--- src/rtl/arctan_scheduler_pkg.sv ---
// Shared types and constants for the arctan scheduler: FSM encoding, Q16.16 constants,
// default sizing. The WAIT timeout is only built with ARCTAN_SCHED_TIMEOUT_EN.
package arctan_scheduler_pkg;

    typedef enum logic [1:0] {
        S_IDLE  = 2'd0,
        S_ISSUE = 2'd1,
        S_WAIT  = 2'd2,
        S_RESP  = 2'd3
    } state_e;

    localparam logic [31:0] ONE         = 32'h0001_0000;
    localparam int          K           = 39796;
    localparam int          DEF_N       = 4;
    localparam int          DEF_W       = 32;
    localparam int          DEF_TIMEOUT = 64;

endpackage

--- src/rtl/arctan_scheduler_if.sv ---
// Requester and core-side signals of the arctan scheduler. The scheduler takes the
// slave modport; the requesters plus the arctan core together form the master side.
interface arctan_scheduler_if #(
    parameter int N = 4,
    parameter int W = 32
);
    logic [N-1:0]        req_valid;
    logic [N-1:0][W-1:0] req_tan;
    logic [N-1:0]        req_ready;
    logic [N-1:0]        rsp_valid;
    logic [N-1:0]        rsp_ready;
    logic [W-1:0]        rsp_xita;
    logic                rsp_err;
    logic                core_start;
    logic [W-1:0]        core_tan;
    logic                core_valid;
    logic [W-1:0]        core_xita;

    modport slave (
        input  req_valid, req_tan, rsp_ready, core_valid, core_xita,
        output req_ready, rsp_valid, rsp_xita, rsp_err, core_start, core_tan
    );

    modport master (
        output req_valid, req_tan, rsp_ready, core_valid, core_xita,
        input  req_ready, rsp_valid, rsp_xita, rsp_err, core_start, core_tan
    );
endinterface

--- src/rtl/arctan_scheduler_rr_arbiter.sv ---
// Cyclic priority arbiter: first set request at or after ptr_i wins. Purely
// combinational; the owner decides when and how to move the pointer.
module rr_arbiter #(
    parameter int N = 4
) (
    input  logic [N-1:0]         req_i,
    input  logic [$clog2(N)-1:0] ptr_i,
    output logic [N-1:0]         gnt_o,
    output logic [$clog2(N)-1:0] idx_o,
    output logic                 any_o
);
    localparam int IW = $clog2(N);

    // Scan from the farthest slot down to the pointer so the nearest request is written last.
    always_comb begin
        logic [IW-1:0] j;
        gnt_o = '0;
        idx_o = '0;
        any_o = 1'b0;
        j     = '0;
        for (int k = N - 1; k >= 0; k--) begin
            j = IW'((int'(ptr_i) + k) % N);
            if (req_i[j]) begin
                gnt_o    = '0;
                gnt_o[j] = 1'b1;
                idx_o    = j;
                any_o    = 1'b1;
            end
        end
    end
endmodule

--- src/rtl/arctan_scheduler.sv ---
// Shares one iterative arctan core among N requesters: round-robin grant, one-cycle
// start, wait for the core, return xita to the winner. Optional WAIT timeout: ARCTAN_SCHED_TIMEOUT_EN.
module arctan_scheduler
    import arctan_scheduler_pkg::*;
#(
    parameter int N = DEF_N,
    parameter int W = DEF_W
`ifdef ARCTAN_SCHED_TIMEOUT_EN
    ,
    parameter int TIMEOUT = DEF_TIMEOUT
`endif
) (
    input  logic              clk,
    input  logic              rst,
    arctan_scheduler_if.slave bus_io
);
    localparam int IW = $clog2(N);

    state_e        state_q, state_d;
    logic [IW-1:0] ptr_q, ptr_d;
    logic [IW-1:0] gidx_q, gidx_d;
    logic [W-1:0]  tan_q, tan_d;
    logic [W-1:0]  xita_q, xita_d;
    logic [N-1:0]  rv_q, rv_d;
    logic          err_q, err_d;

    logic [N-1:0]  gnt;
    logic [IW-1:0] gidx;
    logic          gany;
    logic [N-1:0]  req_rdy;
    logic          start;
    logic          tmo;

    rr_arbiter #(.N(N)) u_arb (
        .req_i (bus_io.req_valid),
        .ptr_i (ptr_q),
        .gnt_o (gnt),
        .idx_o (gidx),
        .any_o (gany)
    );

`ifdef ARCTAN_SCHED_TIMEOUT_EN
    localparam int CW = $clog2(TIMEOUT + 1);
    logic [CW-1:0] cnt_q, cnt_d;

    // Counter is zero on WAIT entry, so hitting TIMEOUT-1 marks the TIMEOUT-th WAIT cycle.
    always_comb begin
        cnt_d = '0;
        if (state_q == S_WAIT) cnt_d = cnt_q + 1'b1;
    end
    assign tmo = (state_q == S_WAIT) && (cnt_q == CW'(TIMEOUT - 1));

    always_ff @(posedge clk or posedge rst) begin
        if (rst) cnt_q <= '0;
        else     cnt_q <= cnt_d;
    end
`else
    assign tmo = 1'b0;
`endif

    always_comb begin
        state_d = state_q;
        ptr_d   = ptr_q;
        gidx_d  = gidx_q;
        tan_d   = tan_q;
        xita_d  = xita_q;
        rv_d    = rv_q;
        err_d   = err_q;
        req_rdy = '0;
        start   = 1'b0;
        unique case (state_q)
            S_IDLE: if (gany) begin
                req_rdy = gnt;
                tan_d   = bus_io.req_tan[gidx];
                gidx_d  = gidx;
                ptr_d   = (gidx == IW'(N - 1)) ? '0 : gidx + 1'b1;
                state_d = S_ISSUE;
            end
            S_ISSUE: begin
                start   = 1'b1;
                state_d = S_WAIT;
            end
            S_WAIT: if (bus_io.core_valid || tmo) begin
                xita_d       = bus_io.core_valid ? bus_io.core_xita : '0;
                err_d        = !bus_io.core_valid;
                rv_d         = '0;
                rv_d[gidx_q] = 1'b1;
                state_d      = S_RESP;
            end
            S_RESP: if (bus_io.rsp_ready[gidx_q]) begin
                rv_d    = '0;
                err_d   = 1'b0;
                state_d = S_IDLE;
            end
            default: state_d = S_IDLE;
        endcase
    end

    always_ff @(posedge clk or posedge rst) begin
        if (rst) begin
            state_q <= S_IDLE;
            ptr_q   <= '0;
            gidx_q  <= '0;
            tan_q   <= '0;
            xita_q  <= '0;
            rv_q    <= '0;
            err_q   <= 1'b0;
        end else begin
            state_q <= state_d;
            ptr_q   <= ptr_d;
            gidx_q  <= gidx_d;
            tan_q   <= tan_d;
            xita_q  <= xita_d;
            rv_q    <= rv_d;
            err_q   <= err_d;
        end
    end

    // The arbiter would otherwise advertise a grant while reset holds the FSM in IDLE.
    assign bus_io.req_ready  = rst ? '0 : req_rdy;
    assign bus_io.core_start = start;
    assign bus_io.core_tan   = tan_q;
    assign bus_io.rsp_valid  = rv_q;
    assign bus_io.rsp_xita   = xita_q;
    assign bus_io.rsp_err    = err_q;
endmodule

--- src/flat_wrapper.sv ---
// flat-port wrapper written by rule: the top's interface ports become plain ports
module arctan_scheduler_flat import arctan_scheduler_pkg::*;
#(
    parameter int N = DEF_N,
    parameter int W = DEF_W

)
  (clk, rst, bus_io_req_valid, bus_io_req_tan, bus_io_rsp_ready, bus_io_core_valid, bus_io_core_xita, bus_io_req_ready, bus_io_rsp_valid, bus_io_rsp_xita, bus_io_rsp_err, bus_io_core_start, bus_io_core_tan);
  arctan_scheduler_if #(.N(N), .W(W)) bus_io_i ();
  input  logic clk;
  input  logic rst;
  input wire logic [$bits(bus_io_i.req_valid)-1:0] bus_io_req_valid;
  input wire logic [$bits(bus_io_i.req_tan)-1:0] bus_io_req_tan;
  input wire logic [$bits(bus_io_i.rsp_ready)-1:0] bus_io_rsp_ready;
  input wire logic [$bits(bus_io_i.core_valid)-1:0] bus_io_core_valid;
  input wire logic [$bits(bus_io_i.core_xita)-1:0] bus_io_core_xita;
  output wire logic [$bits(bus_io_i.req_ready)-1:0] bus_io_req_ready;
  output wire logic [$bits(bus_io_i.rsp_valid)-1:0] bus_io_rsp_valid;
  output wire logic [$bits(bus_io_i.rsp_xita)-1:0] bus_io_rsp_xita;
  output wire logic [$bits(bus_io_i.rsp_err)-1:0] bus_io_rsp_err;
  output wire logic [$bits(bus_io_i.core_start)-1:0] bus_io_core_start;
  output wire logic [$bits(bus_io_i.core_tan)-1:0] bus_io_core_tan;
  assign bus_io_i.req_valid = bus_io_req_valid;
  assign bus_io_i.req_tan = bus_io_req_tan;
  assign bus_io_i.rsp_ready = bus_io_rsp_ready;
  assign bus_io_i.core_valid = bus_io_core_valid;
  assign bus_io_i.core_xita = bus_io_core_xita;
  assign bus_io_req_ready = bus_io_i.req_ready;
  assign bus_io_rsp_valid = bus_io_i.rsp_valid;
  assign bus_io_rsp_xita = bus_io_i.rsp_xita;
  assign bus_io_rsp_err = bus_io_i.rsp_err;
  assign bus_io_core_start = bus_io_i.core_start;
  assign bus_io_core_tan = bus_io_i.core_tan;
  arctan_scheduler #(.N(N), .W(W)) u_core (.clk(clk), .rst(rst), .bus_io(bus_io_i));
endmodule
--- config.mk ---
export PLATFORM = sky130hd
export DESIGN_NAME = arctan_scheduler_flat
export DESIGN_NICKNAME = d
export VERILOG_FILES = /design/src/rtl/arctan_scheduler_pkg.sv /design/src/rtl/arctan_scheduler_if.sv /design/src/rtl/arctan_scheduler_rr_arbiter.sv /design/src/rtl/arctan_scheduler.sv /design/src/flat_wrapper.sv
export SDC_FILE = /design/constraint.sdc
export NUM_CORES = 1
export LEC_CHECK = 0
export CORE_MARGIN = 1.5
export CORE_UTILIZATION = 40
export CTS_BUF_LIST = sky130_fd_sc_hd__clkbuf_4
export DETAILED_ROUTE_END_ITERATION = 10
export PLACE_DENSITY = 0.84
export SYNTH_ARGS = -nofsm -noshare
export SYNTH_HDL_FRONTEND = slang
export SYNTH_SLANG_ARGS = --single-unit
--- constraint.sdc ---
create_clock -name clk -period 3.3 [get_ports clk]
set_clock_uncertainty 0.15 [all_clocks]
set_input_delay 0.495 -clock clk [delete_from_list [all_inputs] [get_ports clk]]
set_output_delay 0.495 -clock clk [all_outputs]
set_load 0.01 [all_outputs]
* Word level (Yosys, flattened, before mapping) *
Index checks and enable logic that the tools add are counted.

word-level totals
  word-level logic and storage cells = 90
  output and inout port bits = 74
  flip-flop bits (word level) = 75
  bits of input ports = 171

operators by class
  order comparisons = 11
  muxes and demuxes = 49
  add/subtract/negate cells = 4
  eq/ne operators = 7
  reduce and logical (&&, ||, !) cells = 12

operators by type and width
  cell                                                        number
  binary-select mux 32 bit (select 2 bit)                     1
  two-way mux 4 bit                                           9
  two-way mux 32 bit                                          1
  less-than comparator 2 x 3 -> 1 bit, second input constant  6
  two-way mux 1 bit                                           17
  two-way mux 2 bit                                           8
  binary-select mux 1 bit (select 2 bit)                      5
  demux 1 bit (select 2 bit)                                  5
  >= comparator 2 x 1 -> 1 bit, second input constant         5
  case mux 2 bit (4 select lines)                             1
  case mux 4 bit (2 select lines)                             1
  == test 2 bit, second input constant                        3
  AND reduction 3 bit                                         2
  logical AND 1 bit                                           5
  adder 2 x 1 -> 2 bit, second input constant                 2
  adder 2 bit, second input constant                          2
  != test 2 x 1 -> 1 bit, second input constant               2
  AND reduction 2 bit                                         2
  == test 2 x 1 -> 1 bit, second input constant               1
  zero test 2 bit                                             1
  != test 2 bit, second input constant                        1
  case mux 1 bit (2 select lines)                             1
  nonzero test 2 bit                                          1
  zero test 1 bit                                             1

* Depth between registers and ports, before layout *
Gate-level depths: netlist of the first run.

  depth in word-level cells = 12
  depth in mapped cells = 11
  depth with buffers taken out = 7

* By module *
From an unflattened synthesis of the first run, not the netlist that was laid out.

unflattened totals
  cell total of the unflattened synthesis = 289
  area total of the unflattened synthesis = 4251.6 um2

modules (own cells, without submodules)
  module            area each (um2)  times used  cells an instance
  arctan_scheduler  3742.3           1           228
  rr_arbiter        509.2            1           61

* Worst setup path after synthesis of the first run *
Ideal clock, no wire load.

  path type = input port to output port
  start = input port rst
  end = output port bus_io_req_ready[0]
  cell stages on the path = 3
  data arrival time = 2726 ps
  setup slack = -71 ps
  data required time = 2655 ps
  cells stage by stage = inv_1 -> nand2_1 -> a21oi_1

on the way
  word-level cells in the longest chain between the ends = 1

ends and longest elaborated chain
  what               RTL line                 text
  from (decl)        flat_wrapper.sv:11       input logic rst;
  two-way mux 4 bit  arctan_scheduler.sv:120  assign bus_io.req_ready = rst ? '0 : req_rdy;
  to (decl)          flat_wrapper.sv:17       output wire logic [$bits(bus_io_i.req_ready)-1:0] bus_io_req_ready;

Every way passes these cells.

* Final worst setup path of the first run *
  start = register u_core.ptr_q[0]
  end = output port bus_io_req_ready[1]

on the way
  word-level cells in the longest chain between the ends = 12
  elaborated cells between the ends (all ways) = 42
  those cells by class = add/sub: 3; order compare: 8; mux: 27; reduce/logical: 4

ends and longest elaborated chain
  what                                                                                                       RTL line                           text
  from (decl)                                                                                                arctan_scheduler.sv:20             logic [IW-1:0] ptr_q, ptr_d;
  from (signal assigned)                                                                                     arctan_scheduler.sv:110            ptr_q <= ptr_d;
  adder 2 bit                                                                                                arctan_scheduler_rr_arbiter.sv:22  j = IW'((int'(ptr_i) + k) % N);
  less-than comparator 2 x 3 -> 1 bit (implied by the code) or >= comparator 2 x 1 -> 1 bit (tied branches)  arctan_scheduler_rr_arbiter.sv:25  gnt_o[j] = 1'b1;
  logical AND 1 bit (implied by the code)                                                                    arctan_scheduler_rr_arbiter.sv:25
  two-way mux 1 bit (implied by the code)                                                                    arctan_scheduler_rr_arbiter.sv:25
  demux 1 bit (select 2 bit)                                                                                 arctan_scheduler_rr_arbiter.sv:25
  two-way mux 4 bit (4 in series)                                                                            arctan_scheduler_rr_arbiter.sv:23  if (req_i[j]) begin
  two-way mux 4 bit *                                                                                        arctan_scheduler.sv:72             S_IDLE: if (gany) begin
  two-way mux 4 bit *                                                                                        arctan_scheduler.sv:71             unique case (state_q)
  two-way mux 4 bit *                                                                                        arctan_scheduler.sv:120

Mark *: on every way between the ends. The rest lies on a longest branch, timed or not. The select of a mux whose other input is x is not followed.

==> results of run 1 <==
-- critical path, delay by kind of cell (launching register included) --
kind / cells / cell delay (ns)
AO/OA/AOI/OAI: 2 / 0.24
buffers and inverters: 2 / 0.31
flip-flops: 1 / 0.43
AND/OR/NAND/NOR: 2 / 0.55
multiplexers: 1 / 0.54
-- state kept, by name, summed over array words and instances (netlist names) --
register and cells:
u_core.bus_io.core_tan 32, u_core.bus_io.rsp_xita 32, u_core.bus_io.rsp_valid 4, u_core.gidx_q 2, u_core.ptr_q 2, u_core.state_q 2, u_core.bus_io.rsp_err 1
-- repair_timing --
item | in CTS | in global routing
setup endpoints to repair | 4 | 4
gates resized for setup | 7 | 10
setup buffers | 0 | 1
-- cell type report --
| class | instances | area [sq um] |
|---|---|---|
| Fill cell | 790 | 3330 |
| Timing Repair Buffer | 262 | 2560 |
| Multi-Input combinational cell | 255 | 2230 |
| Sequential cell | 75 | 1880 |
| Tap cell | 136 | 170 |
| Clock buffer | 9 | 67.6 |
| Clock inverter | 7 | 61.3 |
| Inverter | 8 | 33.8 |
-- cell usage after synthesis, types with 2 or more instances --
cell	number
sky130_fd_sc_hd__dfrtp_1	75
sky130_fd_sc_hd__mux2i_1	69
sky130_fd_sc_hd__mux2_2	34
sky130_fd_sc_hd__nand2_1	33
sky130_fd_sc_hd__nor2_1	26
sky130_fd_sc_hd__o221ai_1	17
sky130_fd_sc_hd__ha_1	13
sky130_fd_sc_hd__a221oi_1	10
sky130_fd_sc_hd__a221oi_2	10
sky130_fd_sc_hd__buf_2	8
sky130_fd_sc_hd__inv_1	8
sky130_fd_sc_hd__a21oi_1	6
sky130_fd_sc_hd__buf_4	5
sky130_fd_sc_hd__o21ai_0	4
sky130_fd_sc_hd__or3_1	4
sky130_fd_sc_hd__and2_1	3
sky130_fd_sc_hd__buf_1	3
sky130_fd_sc_hd__buf_6	3
sky130_fd_sc_hd__clkbuf_1	3
sky130_fd_sc_hd__mux2_1	2
sky130_fd_sc_hd__mux4_2	2
sky130_fd_sc_hd__o211ai_1	2
sky130_fd_sc_hd__o21ai_1	2
sky130_fd_sc_hd__o41ai_1	2
-- final timing paths --
check | slack (ns) | end | cells past startpoint
max | 0.18 | bus_io_req_ready[1] | 7
min | 0.35 | u_core.bus_io.rsp_err | 1
max reg2reg | 0.68 | u_core.bus_io.core_tan[7] | 8
min reg2reg | 0.35 | u_core.bus_io.rsp_err | 1
max in group asynchronous | 1.78 | u_core.bus_io.rsp_xita[4] | 3
min in group asynchronous | 0.62 | u_core.bus_io.core_tan[28] | 3
-- layout by cell type, fill, tap and decap left out, types with 3 or more instances in the layout --
master / n
sky130_fd_sc_hd__dfrtp_1: 75
sky130_fd_sc_hd__clkbuf_4: 9
sky130_fd_sc_hd__o21ai_0: 4
sky130_fd_sc_hd__ha_1: 12
sky130_fd_sc_hd__a221oi_2: 10
sky130_fd_sc_hd__clkdlybuf4s50_1: 240
sky130_fd_sc_hd__and2_1: 3
sky130_fd_sc_hd__clkbuf_2: 4
sky130_fd_sc_hd__nand2_1: 33
sky130_fd_sc_hd__inv_1: 6
sky130_fd_sc_hd__a221oi_1: 10
sky130_fd_sc_hd__nor2_1: 26
sky130_fd_sc_hd__o221ai_1: 17
sky130_fd_sc_hd__mux2_2: 34
sky130_fd_sc_hd__a21oi_1: 6
sky130_fd_sc_hd__or3_1: 4
sky130_fd_sc_hd__buf_4: 17
sky130_fd_sc_hd__mux2i_1: 68
-- layer usage --
layer  global-route usage [%]  vias to the layer above  wire length (um)
li1                         -                     1840                 -
met1                     25.8                     1876              4960
met2                     40.1                      181              6620
met3                     7.91                       14              1140
met4                     5.60                        0               142
met5                        0                        -                 0
-- power groups by stage --
stage / Sequential [uW] / Combinational (uW) / Clock (uW)
global placement: 1620 / 3360 / 0
CTS: 1640 / 3480 / 556
global route: 1690 / 3740 / 589
floorplan: 1820 / 1800 / 0
detailed placement: 1650 / 3460 / 0
finish: 1630 / 3480 / 534
-- stage by stage --
step / total power, uW / TNS, ns / instances / area, sq um / hold WS (ns)
4_1_cts: 5670 / 0 / 751 / 6990 / 0.356
3_3_place_gp: 4980 / -0.191 / 735 / 6860 / 0.309
5_1_grt: 6020 / 0 / 752 / 7000 / 0.378
2_1_floorplan: 3620 / 0 / 360 / 4250 / 0.359
3_5_place_dp: 5110 / -0.436 / 735 / 6860 / 0.316
6_report: 5650 / 0 / 752 / 7000 / 0.354
-- cells by family (layout without fill, tap and decap cells) --
logic type      count (synthesis)  in the layout  synth area share, %
compound gates                 61             61                 12.9
xor+xnor                        1              1                0.206
fa+ha+maj                      13             13                 3.83
buf+inv                        30            286                 3.86
flops                          75             75                 44.2
mux                           109            109                 27.9
simple gates                   71             71                 7.11
==> results, run 1 <==
- The flow ran to the end, and the final reports show no timing, DRC or antenna violations.
- The clock passes through at most 2 buffers.
- The hold violation total from the final report came to 0.
- The number of H-tree levels is 3.
- The diode insertion count for antenna repair is 0.
- The share of the cycle needed by the critical path after routing is a little over nine tenths.
- For the pin with the worst max-slew slack, the measured transition is between 0.9 and 1 ns.
- The area fraction of the dominant cell type after synthesis is between 40 and 50%.
- In this run the worst hold path is classified as flop to flop.
- The internal power summed over all cells is 3440 uW.
- The maximum cell stage delay along the critical path is approximately 0.54 ns.
- The area of the core region is between 10000 and 15000 sq um.
- Combinational logic is responsible for 61.6% of the overall power.
- The shortest clock period the worst path allows after layout is about 3.1 ns.
- The die outline area is around 11000 sq um.
- The clock slew at the register clock pins of the worst setup and hold paths is around 0.15 ns.
- The number of ports placed on the die boundary is 245.
- The count of endpoints failing setup in the final report is 0.
- The number of core rows is 37.
- The library cell contributing the largest single delay on the critical path is sky130_fd_sc_hd__mux4_2.
- Measured along the x axis, the die boundary spans between 100 and 150 um.
- The analysis attributes to cell leakage a power of about 0.003 uW.
- The start of the worst register-to-register path is u_core.ptr_q[0].
- The number of buffers added by the clock tree synthesis step is 9.
- The number of distinct library cell variants in the gate-level netlist after synthesis is 40.
- TritonCTS built the clock tree.
- The biggest area contributor in the post-synthesis netlist is sky130_fd_sc_hd__dfrtp_1.
- The cell at the root of the clock tree is sky130_fd_sc_hd__clkbuf_4.
- In this run the power density over the cells is a little over 800 nW/um^2.
- The number of instances in the synthesized netlist is 360.
- Once the floorplan was initialized, standard cells occupied around two fifths of the core.
- In the final routed layout, each cell accounts on average for 17.1 um.
- The count of flip-flops with a built-in enable after synthesis is 0.
- The critical path endpoint category is a primary output.
- The worst-case setup margin in the final layout is between 0.15 and 0.2 ns.
- The clock sink count is between 70 and 80.
- The overflow left after global routing is 0.
- The last weighted congestion value of the routability-driven placer is between 0.7 and 0.8.
- Counting every net in the synthesized netlist gives 544.
- In this run the cell area of the synthesized design comes to between 4000 and 5000 sq um.
- The worst slew slack as a fraction of its limit is 36.4%.
- Buffers inserted to repair hold after CTS numbered 0.
- For this run, the top clock speed supported by timing is between 0.3 and 0.4 GHz.
- The DRC violation count after routing is 0.
- The number of flip-flops and latches in the synthesized netlist is 75.
- The worst setup path is of the flop to primary output kind.
- The number of antenna violations at the first check in global routing is 0.
- The post-route netlist has about 15% of its cells at a drive strength greater than 1.
- The number of search-and-repair iterations in the first detailed-routing pass is 4.
- Setup repair after global routing left no endpoint under its margin.
- Detailed placement ended at an HPWL of ~9900 um.
- Of the total power, the share spent switching nets is ~40%.
- In the synthesized netlist the dominant register cell turns out to be sky130_fd_sc_hd__dfrtp_1.
- The final layout contains routed wiring with a total length of roughly 13000 um.
- Timing analysis after detailed placement gives a worst setup slack of -0.138 ns.
- In the final design database the tool counted 795 nets.
- The utilization after layout is about two thirds.
- The post-detailed-route via-to-cell ratio is about 5.2.
- The max-cap violation count is 0.
- The power share of the sequential group is roughly 29%.
- The most critical setup path has its startpoint at u_core.ptr_q[0].
- The highest fanout seen on the critical path is 6.
- The via count of the first global-routing pass is between 4000 and 5000.
- Sorting the synthesized cells by area gives the leading types as sky130_fd_sc_hd__dfrtp_1 44%, sky130_fd_sc_hd__mux2i_1 16%, sky130_fd_sc_hd__mux2_2 9.0%.
- For the worst setup path, the data required time is 2.65 ns.
- The total number of vias is 3911.
- The warning count from the yosys run is 0.
- The synthesized area per cell is roughly 12 sq um.
- Sequential cells were found to cover between 40% and 50% of the synthesized design area.
- The maximum number of pins on one net before global-route repair is 76.
- Per report_power, the clock group accounts for under 10% of the total.
- Across the VDD grid, the largest voltage drop is around 510 uV.
- Input and output buffers added on the ports amount to approximately 240.
- For the worst setup path, the data arrival time is about 2.5 ns.
- The final max-slew violation count is 0.
- The area growth from synthesis to final layout is 64.9%.
- The worst setup path is launched from a flop.
- The height of the die is 106 um.
- The analysis attributes to net switching a power of approximately 2200 uW.
- The count of nets left with antenna violations after detail routing is 0.
- The signal on the critical path passes through buf_6 -> mux4_2 -> nor2b_4 -> a221oi_1 -> or3_1 -> a21oi_1 -> clkbuf_2.
- After synthesis, the share of flip-flops with an asynchronous set or reset is between 90% and 100%.
- The clock network latency to the later pin of the worst-skew pair is between 0.4 and 0.5 ns.
- The wire length of the first global-routing pass is about 20000 um.
- The global-route usage over all layers is between 20% and 30%.
- The worst hold path begins at u_core.bus_io.rsp_err.
- The number of violations reported at the end of detailed-routing iteration 0 is ~130.
Note: power is estimated with default switching activity, not from simulation.
==> run 2, diff against run 1 <==
--- a/config.mk
+++ b/config.mk
@@ -6,10 +6,10 @@
 export NUM_CORES = 1
 export LEC_CHECK = 0
 export CORE_MARGIN = 1.5
-export CORE_UTILIZATION = 40
+export CORE_UTILIZATION = 36
 export CTS_BUF_LIST = sky130_fd_sc_hd__clkbuf_4
 export DETAILED_ROUTE_END_ITERATION = 10
-export PLACE_DENSITY = 0.84
+export PLACE_DENSITY = 0.8
 export SYNTH_ARGS = -nofsm -noshare
 export SYNTH_HDL_FRONTEND = slang
 export SYNTH_SLANG_ARGS = --single-unit
==> constraint.sdc (replaced) <==
create_clock -name clk -period 2.5 [get_ports clk]
set_clock_uncertainty 0.15 [all_clocks]
set_input_delay 0.375 -clock clk [delete_from_list [all_inputs] [get_ports clk]]
set_output_delay 0.375 -clock clk [all_outputs]
set_load 0.01 [all_outputs]
==> results, run 2 (synthesis results as in run 1) <==
- The highest fanout seen on the critical path is 9 (+3).
- The area of the core region is 11500 sq um (+11%).
- The hold violation total from the final report is 0 (unchanged).
- The switching part of the total power came to 37.5% (-1.5 points).
- The worst setup slack after placement is -0.753 ns (-0.615 ns).
- The flow ran to the end, but the final reports show violations.
- The clock network latency to the later pin of the worst-skew pair is 0.41 ns (about the same).
- The number of violations reported at the end of detailed-routing iteration 0 is 96 (-24%).
- The DRC violation count after routing is 0 (unchanged).
- The number of H-tree levels came to 3 (unchanged).
- Subtracting the final worst setup slack from the clock period gives 2.93 ns.
- The number of core rows is 39 (+5.4%).
- The element type at the critical path start is an input pin.
- The wire length of the first global-routing pass was 21400 um (+6.8%).
- The layout cell share with drive strength beyond 1 is 22.9% (+7.5 points).
- The critical path endpoint category is a primary output.
- The leakage power of the design was 0.00325 uW (+8.3%).
- The post-detailed-route via-to-cell ratio is 5.23 (+0.50%).
- The count of nets left with antenna violations after detail routing is 0 (unchanged).
- The hold buffer count at cts is 0 (unchanged).
- The portion of total power attributed to combinational logic is 63.7% (+2.1 points).
- The number of search-and-repair iterations in the first detailed-routing pass came to 4 (unchanged).
- The number of port buffers is 244 (unchanged).
- From synthesis to final layout, the design area changed by 79.3%.
- The class of the tightest hold or removal check is flop to flop.
- The arrival time of data at the critical path endpoint is 2.41 ns (-0.06 ns).
- The average detailed-routed wire length per instance was 18.2 um (+6.4%).
- Setup repair after global routing could not meet its margin everywhere.
- The internal power summed over all cells is 5450 uW (+58%).
- The startpoint-to-endpoint class of the critical path is input pin to primary output.
- The cell at the root of the clock tree is sky130_fd_sc_hd__clkbuf_4.
- The TritonCTS clock tree is done.
- The final HPWL from detailed placement is 10100 um (+2.2%).
- The final-stage net count is 821 (+3.3%).
- The total number of vias is 4103 (+4.9%).
- The power share of the sequential group is 24.6% (-4.3 points).
- The required time at the worst-slack endpoint is 1.98 ns (-0.67 ns).
- The overflow left after global routing was 0 (unchanged).
- The clock share of power came to 11.6% (+2.1 points).
- The via count of the first global-routing pass is 4370 (+8.1%).
- The floorplan die width came to 112 um (+5.3%).
- The worst-case setup margin in the final layout came to -0.432 ns (-0.612 ns).
- The number of ports placed on the die boundary is 245 (unchanged).
- The clock sink count is 75 (unchanged).
- The diode insertion count for antenna repair was 0 (unchanged).
- The utilization after layout is 66.3% (-1.4 points).
- The max-cap violation count is 0 (unchanged).
- The buffer depth of the longest clock path was 2 (unchanged).
- The worst slew slack as a fraction of its limit is 37.2% (+0.82 points).
- The slew at the pin closest to its max-slew limit is 0.942 ns (-0.0123 ns).
- The maximum clock rate is 0.341 GHz.
- The clock slew at the register clock pins of the worst setup and hold paths came to 0.13 ns (-0.02 ns).
- The height of the die is 112 um (+5.3%).
- The die outline area was 12400 sq um (+11%).
- The library cells used most frequently in the layout, excluding fill and tap cells, are 240 x sky130_fd_sc_hd__clkdlybuf4s50_1, 74 x sky130_fd_sc_hd__dfrtp_1, 63 x sky130_fd_sc_hd__mux2i_1.
- The number of antenna violations at the first check in global routing is 0 (unchanged).
- The net switching power is 3270 uW (+48%).
- The global-route usage over all layers is 21.3% (-1.3 points).
- The initial core utilization came to 37.0% (-4.1 points).
- The final reports fail on setup timing.
- The final max-slew violation count is 0 (unchanged).
- Leaving out fill and tap cells, the most frequent cell in the layout is sky130_fd_sc_hd__clkdlybuf4s50_1.
- The number of buffers added by the clock tree synthesis step came to 9 (unchanged).
- Dividing the final minimum period by the clock period gives 117%.
- The final wirelength came to 14300 um (+11%).
- The power per unit of standard cell area is 1150 nW/um^2 (+42%).
- The count of endpoints failing setup in the final report is 31 (+31).
- The last weighted congestion value of the routability-driven placer is 0.887 (+14%).
- The maximum number of pins on one net before global-route repair was 76 (unchanged).
- The peak ir drop on the vdd network is 678 uV (+32%).
-- run 2: cell count changes in the layout (fill, tap and decap cells not counted), moves of 4 or more --
cell	previous run	this run
sky130_fd_sc_hd__a221oi_1	10	2
sky130_fd_sc_hd__a221oi_2	10	18
sky130_fd_sc_hd__buf_4	17	25
sky130_fd_sc_hd__buf_6	1	9
sky130_fd_sc_hd__buf_12	0	5
sky130_fd_sc_hd__mux2i_1	68	63
sky130_fd_sc_hd__a21oi_1	6	2
sky130_fd_sc_hd__buf_2	0	4
sky130_fd_sc_hd__clkbuf_16	0	4
sky130_fd_sc_hd__clkbuf_2	4	0
sky130_fd_sc_hd__mux2i_4	0	4
-- run 2: path summary, 6_finish.rpt --
| path | to | from | cells past startpoint | slack (ns) |
|---|---|---|---|---|
| worst max-delay path | bus_io_req_ready[2] | bus_io_req_valid[1] | 8 | -0.43 |
| worst min-delay path | u_core.bus_io.rsp_valid[0] | u_core.bus_io.rsp_valid[0] | 2 | 0.35 |
| worst max register to register | u_core.bus_io.core_tan[15] | u_core.ptr_q[0] | 10 | -0.08 |
| max in group asynchronous | u_core.ptr_q[0] | rst | 3 | 1.07 |
| min in group asynchronous | u_core.bus_io.core_tan[27] | rst | 3 | 0.51 |
| worst min register to register | u_core.bus_io.rsp_valid[0] | u_core.bus_io.rsp_valid[0] | 2 | 0.35 |
-- run 2: layout make-up --
| type | instances | area (sq um) |
|---|---|---|
| fillers | 875 | 3860 |
| repair buffers | 287 | 2910 |
| multi-input cells | 256 | 2410 |
| flip-flops and latches | 75 | 1880 |
| well taps | 143 | 179 |
| clock inverters | 7 | 130 |
| clock buffers | 9 | 67.6 |
| inverters | 8 | 33.8 |
-- run 2: what timing repair did --
action | in CTS | in global routing
cloned | 0 | 8
hold endpoints to repair | 0 | 0
pin swaps | 12 | 14
endpoints found under the setup margin | 4 | 37
buffers inserted | 4 | 6
resized for setup | 24 | 32
-- run 2: metrics by stage --
step	std cells	hold slack [ns]	cell area, sq um	power (uW)	setup TNS [ns]
finish	785	0.347	7610	8720	-2.66
global route	785	0.369	7610	9250	-6.21
CTS	771	0.350	7250	8120	-1.68
detailed placement	751	0.320	7020	6970	-6.08
global placement	751	0.315	7020	6810	-4.85
floorplan	360	0.359	4280	4840	0
-- run 2: power groups by stage --
stage	combinational (uW)	clock (uW)	sequential (uW)
after CTS	4930	1040	2150
after detailed placement	4800	0	2170
after floorplan	2430	0	2400
after global routing	5920	1090	2240
after global placement	4670	0	2140
final	5560	1020	2150
-- run 2: routing by layer --
layer / up-vias / GRT usage [%] / wire, um
met2: 195 / 41.4 / 7680
li1: 1899 / - / -
met3: 21 / 7.40 / 1240
met1: 1988 / 21.2 / 5190
met4: 0 / 6.16 / 178
met5: - / 0 / 0
-- run 2: worst max-delay path, stage by stage --
cell and delay (ns):
sky130_fd_sc_hd__clkdlybuf4s50_1 0.47, sky130_fd_sc_hd__buf_4 0.23, sky130_fd_sc_hd__mux4_2 0.48, sky130_fd_sc_hd__nor2b_4 0.16, sky130_fd_sc_hd__a221oi_2 0.30, sky130_fd_sc_hd__or3_4 0.19, sky130_fd_sc_hd__a21oi_2 0.05, sky130_fd_sc_hd__buf_2 0.15
